===== src/rtl/dmem_arbiter.sv =====
// -----------------------------------------------------------------------------
// dmem_arbiter
//
// Shares the single-port data memory between the CPU load/store path (port 0,
// cpu_*) and a debug/loader port (port 1, dbg_*). Each access is sequenced as
// IDLE (grant) -> BUSY (memory wait) -> RESP (one-cycle ack). Misaligned
// accesses skip memory and complete with err. An access that sees no
// mem_ready within TIMEOUT BUSY cycles is aborted with err and rdata=0.
//
// Parameters:
//   TIMEOUT  max BUSY cycles before abort (1..255)
//   AW       address width
//
// Ports:
//   clk, reset                      clock, synchronous active-high reset
//   cpu_req/we/addr/wdata/dmtype    CPU request (req held until cpu_ack)
//   cpu_rdata, cpu_ack, cpu_stall   CPU response; stall = req & ~ack
//   dbg_req/we/addr/wdata/dmtype    debug/loader request
//   dbg_rdata, dbg_ack              debug/loader response
//   err                             with an ack: access was aborted
//   mem_req/we/addr/wdata/dmtype    memory strobe and request fields
//   mem_rdata, mem_ready            memory read data and completion
//
// dmtype: 000 word, 001 half, 010 half unsigned, 011 byte, 100 byte unsigned.
//
// Build option: define DMEM_ARB_RR_EN for round-robin tie breaking (CPU wins
// the first tie after reset). Without it, dbg always beats cpu on a tie.
// -----------------------------------------------------------------------------
module dmem_arbiter #(
  parameter int TIMEOUT = 16,
  parameter int AW      = 32
) (
  input  logic          clk,
  input  logic          reset,
  // CPU port
  input  logic          cpu_req,
  input  logic          cpu_we,
  input  logic [AW-1:0] cpu_addr,
  input  logic [31:0]   cpu_wdata,
  input  logic [2:0]    cpu_dmtype,
  output logic [31:0]   cpu_rdata,
  output logic          cpu_ack,
  output logic          cpu_stall,
  // debug/loader port
  input  logic          dbg_req,
  input  logic          dbg_we,
  input  logic [AW-1:0] dbg_addr,
  input  logic [31:0]   dbg_wdata,
  input  logic [2:0]    dbg_dmtype,
  output logic [31:0]   dbg_rdata,
  output logic          dbg_ack,
  // shared status
  output logic          err,
  // memory side
  output logic          mem_req,
  output logic          mem_we,
  output logic [AW-1:0] mem_addr,
  output logic [31:0]   mem_wdata,
  output logic [2:0]    mem_dmtype,
  input  logic [31:0]   mem_rdata,
  input  logic          mem_ready
);

  typedef enum logic [1:0] {IDLE, BUSY, RESP} state_t;

  // Last counter value at which BUSY may still wait for mem_ready.
  localparam logic [7:0] CNT_LAST = 8'(TIMEOUT - 1);

  state_t      state_reg;
  logic [7:0]  cnt_reg;
  logic        winner_reg;  // 0 = cpu, 1 = dbg

  logic          grant_dbg;
  logic          any_req;
  logic          sel_we;
  logic [AW-1:0] sel_addr;
  logic [31:0]   sel_wdata;
  logic [2:0]    sel_dmtype;
  logic          sel_misaligned;
  logic [31:0]   busy_rdata;

  assign any_req = cpu_req | dbg_req;

`ifdef DMEM_ARB_RR_EN
  // 1 = dbg was granted last; reset to 1 so the CPU takes the first tie.
  logic last_grant_reg;
  assign grant_dbg = dbg_req & (~cpu_req | ~last_grant_reg);
`else
  assign grant_dbg = dbg_req;
`endif

  assign sel_we     = grant_dbg ? dbg_we     : cpu_we;
  assign sel_addr   = grant_dbg ? dbg_addr   : cpu_addr;
  assign sel_wdata  = grant_dbg ? dbg_wdata  : cpu_wdata;
  assign sel_dmtype = grant_dbg ? dbg_dmtype : cpu_dmtype;

  always_comb begin
    sel_misaligned = 1'b0;
    case (sel_dmtype)
      3'b000:         sel_misaligned = |sel_addr[1:0];
      3'b001, 3'b010: sel_misaligned = sel_addr[0];
      default:        sel_misaligned = 1'b0;
    endcase
  end

  // A timeout leaves the BUSY state without mem_ready and must return zero.
  assign busy_rdata = mem_ready ? mem_rdata : 32'd0;

  assign cpu_stall = cpu_req & ~cpu_ack;

  // The mem_* output registers double as the latched copy of the granted
  // request: they are loaded once at grant and held through BUSY, so later
  // changes on the request inputs cannot reach memory.
  always_ff @(posedge clk) begin
    if (reset) begin
      state_reg  <= IDLE;
      cnt_reg    <= 8'd0;
      winner_reg <= 1'b0;
      cpu_rdata  <= 32'd0;
      cpu_ack    <= 1'b0;
      dbg_rdata  <= 32'd0;
      dbg_ack    <= 1'b0;
      err        <= 1'b0;
      mem_req    <= 1'b0;
      mem_we     <= 1'b0;
      mem_addr   <= '0;
      mem_wdata  <= 32'd0;
      mem_dmtype <= 3'd0;
`ifdef DMEM_ARB_RR_EN
      last_grant_reg <= 1'b1;
`endif
    end else begin
      case (state_reg)
        IDLE: begin
          if (any_req) begin
            winner_reg <= grant_dbg;
`ifdef DMEM_ARB_RR_EN
            last_grant_reg <= grant_dbg;
`endif
            if (sel_misaligned) begin
              // Complete immediately with an error; memory is not touched.
              state_reg <= RESP;
              err       <= 1'b1;
              if (grant_dbg) begin
                dbg_ack   <= 1'b1;
                dbg_rdata <= 32'd0;
              end else begin
                cpu_ack   <= 1'b1;
                cpu_rdata <= 32'd0;
              end
            end else begin
              state_reg  <= BUSY;
              cnt_reg    <= 8'd0;
              mem_req    <= 1'b1;
              mem_we     <= sel_we;
              mem_addr   <= sel_addr;
              mem_wdata  <= sel_wdata;
              mem_dmtype <= sel_dmtype;
            end
          end
        end

        BUSY: begin
          cnt_reg <= cnt_reg + 8'd1;
          // mem_ready takes precedence over a timeout in the same cycle.
          if (mem_ready || (cnt_reg == CNT_LAST)) begin
            state_reg  <= RESP;
            err        <= ~mem_ready;
            mem_req    <= 1'b0;
            mem_we     <= 1'b0;
            mem_addr   <= '0;
            mem_wdata  <= 32'd0;
            mem_dmtype <= 3'd0;
            if (winner_reg) begin
              dbg_ack   <= 1'b1;
              dbg_rdata <= busy_rdata;
            end else begin
              cpu_ack   <= 1'b1;
              cpu_rdata <= busy_rdata;
            end
          end
        end

        RESP: begin
          state_reg <= IDLE;
          cpu_ack   <= 1'b0;
          dbg_ack   <= 1'b0;
          err       <= 1'b0;
        end

        default: state_reg <= IDLE;
      endcase
    end
  end

endmodule


===== config.mk =====
export PLATFORM = sky130hd
export DESIGN_NAME = dmem_arbiter
export DESIGN_NICKNAME = d
export VERILOG_FILES = /design/src/rtl/dmem_arbiter.sv
export SDC_FILE = /design/constraint.sdc
export NUM_CORES = 1
export LEC_CHECK = 0
export CAP_MARGIN = 5
export CORE_AREA = 2 2 127 129
export CTS_BUF_LIST = sky130_fd_sc_hd__clkbuf_8
export CTS_CLUSTER_DIAMETER = 100
export CTS_CLUSTER_SIZE = 10
export DETAILED_ROUTE_END_ITERATION = 8
export DIE_AREA = 0 0 129 131
export PLACE_DENSITY = 0.83
export SLEW_MARGIN = 40
export SYNTH_ARGS = -nofsm -noshare
export SYNTH_HDL_FRONTEND = slang
export SYNTH_SLANG_ARGS = --single-unit

===== constraint.sdc =====
create_clock -name clk -period 2.2 [get_ports clk]
set_input_delay 0.33 -clock clk [delete_from_list [all_inputs] [get_ports clk]]
set_output_delay 0.33 -clock clk [all_outputs]
set_load 0.03 [all_outputs]

Yosys cells after proc, flatten, opt, wreduce, memory -nomap -nowiden

Index checks and enable logic that the tools add are counted.

Register bits: 147
Input port bits: 173
Output and inout bits: 137
Word-level logic and storage cells: 106

$add $sub $neg: 1
Eq/ne operators: 13
Mux-type cells: 59
Bitwise logic cells: 4
Reduce and logical (&&, ||, !) cells: 16

Operators with widths:

| operator                                            | number |
|---|---|
| two-way mux 32 bit                                  | 18 |
| one-hot mux 32 bit (2 select lines)                 | 4 |
| AND reduction 6 bit                                 | 4 |
| two-way mux 1 bit                                   | 19 |
| two-way mux 8 bit                                   | 2 |
| inequality test 2 bit, second input constant        | 8 |
| one-hot mux 8 bit (2 select lines)                  | 1 |
| two-way mux 3 bit                                   | 4 |
| one-hot mux 1 bit (3 select lines)                  | 3 |
| adder 8 x 1 -> 8 bit, second input constant         | 1 |
| equality test 8 x 4 -> 1 bit, second input constant | 1 |
| AND reduction 4 bit                                 | 2 |
| two-way mux 2 bit                                   | 3 |
| one-hot mux 1 bit (2 select lines)                  | 3 |
| one-hot mux 3 bit (2 select lines)                  | 1 |
| one-hot mux 2 bit (2 select lines)                  | 1 |
| AND reduction 2 bit                                 | 2 |
| OR reduction 2 bit                                  | 2 |
| equality test 3 x 1 -> 1 bit, second input constant | 1 |
| equality test 3 x 2 -> 1 bit, second input constant | 1 |
| logical NOT 3 bit                                   | 1 |
| AND reduction 3 bit                                 | 1 |
| nonzero test 3 bit                                  | 1 |
| equality test 2 x 1 -> 1 bit, second input constant | 1 |
| 7 further kinds                                     | 8 |

Longest topological paths before layout

Depth in word-level cells: 7
Depth in mapped cells: 8
Mapped depth without buffers: 5

Worst setup path before layout

Ideal clock, no wire load.

Kind: flip-flop to flip-flop
From: register state_reg[0]
To: register mem_addr[27]
Setup time: 0.123 ns
Data arrival time: 1.603 ns
Data required time: 2.077 ns
Slack: 0.474 ns
Cell stages (with the launch flop): 7
Buffers on the path: 1
Clock period less this slack: 1.726 ns
Cells stage by stage: dfxtp_1 buf_2 clkinv_1 mux2i_1 a21o_1 nor2_2 mux2_1

Longest elaborated chain between the ends: 3
Elaborated cells between the ends (all ways): 8
Classes of those cells: eq/ne (4); mux (1); reduce/logical (3)

RTL lines:

| element                                                                             | RTL line | RTL |
|---|---|---|
| from (decl)                                                                         | 69       | `state_t state_reg;` |
| from (signal assigned)                                                              | 116      | `state_reg <= IDLE;` |
| from (signal assigned)                                                              | 142      | `state_reg <= RESP;` |
| from (signal assigned)                                                              | 152      | `state_reg <= BUSY;` |
| equality test 2 x 1 -> 1 bit / logical NOT 2 bit (equally long branches)            | 133      | `case (state_reg)` |
| inequality test 2 bit (no source line) / nonzero test 2 bit (equally long branches) | n/a      |  |
| AND reduction 4 bit (no source line)                                                | n/a      |  |
| to (signal assigned)                                                                | 156      | `mem_addr <= sel_addr;` |
| to (decl)                                                                           | 57       | `output logic [AW-1:0] mem_addr,` |

Several ways; a longest one is shown, not always the timed one.
A chain may end at the register's enable or synchronous reset.

Worst setup path in the final report

From: register state_reg[0]
To: register mem_addr[30]

Same word-level chain as after synthesis.

==> impl_metrics.py <==
metrics = {
    "die": {
        "pin_count": 310,
        "fp-row-count": 46,
        "die_y_um": 131,
        "start_util": 0.423,
        "fp.dieW_um": 129,
        "die_area_um2": 16900,
        "coreArea_um2": 15600,
    },
    "route": {
        "postRouteAntennaNets": 0,
        "vias_per_cell": 5.00,
        "drc_errors": 0,
        "via_count": 5668,
        "wire_per_inst_um": 17.6,
        "wl_um": 19900,
        "dr.first_iter.drc_count": 220,
        "drtPass1Iterations": 6,
    },
    "cells_and_area": {
        "diodes": 0,
        "nNetsFinal": 1079,
        "synthToLayoutAreaGrowth_pct": 57.7,
        "final_common_cell": "clkdlybuf4s50_1",
        "drive_gt1_frac": 0.150,
        "final_cell_mix": "clkdlybuf4s50_1, dfxtp_1, mux2i_1",
    },
    "grt": {
        "grt_use_total": 0.230,
        "grt_first_pass_wirelength_um": 29900,
        "grt_max_degree": 65,
        "grt_overflow": 0,
        "first_global_vias": 5582,
        "grt_antenna_before_repair": 0,
    },
    "worst_setup_path": {
        "critical_path_arrival_ns": 2.29,
        "worst-path-buf-inv": 1,
        "crit_fanout": 8,
        "worst_setup_path_end_kind": "flip-flop",
        "slowest_delay_ns": 0.47,
        "path_delay_family": "multiplexers",
        "slowest_stage": "dfxtp_1",
        "critPathKind": "reg -> reg",
        "setup.worst_path.start_class": "flip-flop",
        "required_ns": 2.53,
        "worstPathCellList": "clkinv_1 > mux2i_1 > a21o_1 > nor2_2 > mux2_1",
    },
    "clocking": {
        "h-tree-depth": 4,
        "cts_resized": 0,
        "cts_tree": "built",
        "path_clk_slew_ns": 0.08,
        "cts_buffer_depth": 2,
        "cts_buffers": 17,
        "root_buffer": "clkbuf_8",
        "clkSinkCount": 147,
        "clock_latency_ns": 0.45,
        "cts_setup_buffers": 0,
        "hold_buffers": 0,
    },
    "sta": {
        "hold_viol_final": 0,
        "slew_headroom": 0.520,
        "slew_violations": 0,
        "setup_viol": 0,
        "fin_ws_ns": 0.239,
        "finalWorstPathRequiredPeriod_ns": 1.96,
        "clock_skew_ns": 0.00928,
        "tightestPinTransition_ns": 0.712,
        "fin_tns_setup_ns": 0,
        "period_share": 0.891,
        "rsz0062_at_grt": "false",
        "hold_slack_ns": 0.312,
        "fmax_ghz": 0.510,
    },
    "logic_synthesis": {
        "synthCells": 593,
        "syn_nets": 767,
        "async_reset_ff_frac": 0,
        "yosysWarningCount": 0,
        "synth_area_um2": 6600,
        "synth_cell_type_count": 48,
        "synth_edf_count": 0,
        "seq_area_frac_synth": 0.446,
        "ys_ff_latch": 147,
        "synth_ff_type": "dfxtp_1",
        "syn_area_per_cell_um2": 11.1,
    },
    "worst_hold_path": {
        "hold_class": "in -> reg",
    },
    "placement": {
        "gp_congestion": 0.842,
        "hpwlAfterDp_um": 15100,
        "dp_slack_ns": -0.139,
        "io_buffers": 309,
    },
    "outcome": {
        "status": "finished clean",
    },
    "power_and_ir_drop": {
        "vdd_drop_max_mv": 0.540,
        "leakage_nw": 4.27,
        "powerDensity_nw_per_um2": 707,
    },
    "flow_run": {
        "maxCapViolations": 0,
    },
}
-- worst min-delay path: stages --
cell and delay (ns):
buf_4 0.20, a22oi_1 0.12, nor2_1 0.08
-- synth_stat cells (3+ instances only) --
library cell / instances / area share
buf_6: 8 / 0.014
a21oi_1: 10 / 0.0076
clkbuf_1: 17 / 0.0097
nor2_2: 3 / 0.0028
nor2_1: 14 / 0.0080
nand2_1: 105 / 0.060
mux2i_1: 135 / 0.20
nor2b_1: 11 / 0.010
nand3_1: 4 / 0.0030
mux2_1: 7 / 0.012
buf_2: 4 / 0.0030
or3_1: 5 / 0.0047
o21ai_0: 5 / 0.0038
dfxtp_1: 147 / 0.45
buf_4: 14 / 0.016
and3_1: 5 / 0.0047
o2bb2ai_2: 60 / 0.14
-- cell families after synthesis --
logic type,count (synthesis),synth area share
AO/OA/AOI/OAI,95,0.177
adder cells (fa/ha/maj),1,0.00190
buffers and inverters,46,0.0440
flip-flops,147,0.446
multiplexers,143,0.218
AND/OR/NAND/NOR,161,0.113
-- path summary, 6_finish.rpt --
kind / startpoint / end / slack (ns) / cells after the start
hold / removal: dbg_req / winner_reg / 0.31 / 3
hold reg to reg: cpu_rdata[13] / cpu_rdata[13] / 0.46 / 2
setup / recovery: state_reg[0] / mem_addr[30] / 0.24 / 5
setup reg to reg: state_reg[0] / mem_addr[30] / 0.24 / 5
-- report_power, final --
| group | switching [mW] | internal [mW] | total, mW |
|---|---|---|---|
| combinational | 1.08 | 1.01 | 2.09 |
| clock | 1.10 | 1.17 | 2.27 |
| sequential | 0.144 | 2.85 | 3.00 |
| total | 2.32 | 5.04 | 7.36 |
-- routing by layer --
layer | GRT usage | wire length [µm] | vias to the layer above
li1 | - | - | 2746
met1 | 0.263 | 8230 | 2646
met2 | 0.381 | 9160 | 245
met3 | 0.0941 | 1990 | 31
met4 | 0.0978 | 541 | 0
met5 | 0 | 0 | -
-- layout make-up --
type	instances	area, µm²
Timing Repair Buffer	336	3380
Fill cell	1195	5190
Clock buffer	18	248
Sequential cell	147	2940
Tap cell	216	270
Inverter	3	11.3
Clock inverter	14	178
Multi-Input combinational cell	400	3380
-- through the flow --
stage / power, mW / instance area, µm² / cells / util
floorplan: 4.23 / 6600 / 593 / -
global placement: 5.13 / 9980 / 1102 / 0.640
detailed placement: 5.16 / 9980 / 1102 / 0.640
CTS: 7.44 / 10400 / 1134 / 0.667
global route: 7.64 / 10400 / 1134 / 0.667
finish: 7.36 / 10400 / 1134 / 0.667
Note: power is estimated with default switching activity, not from simulation.
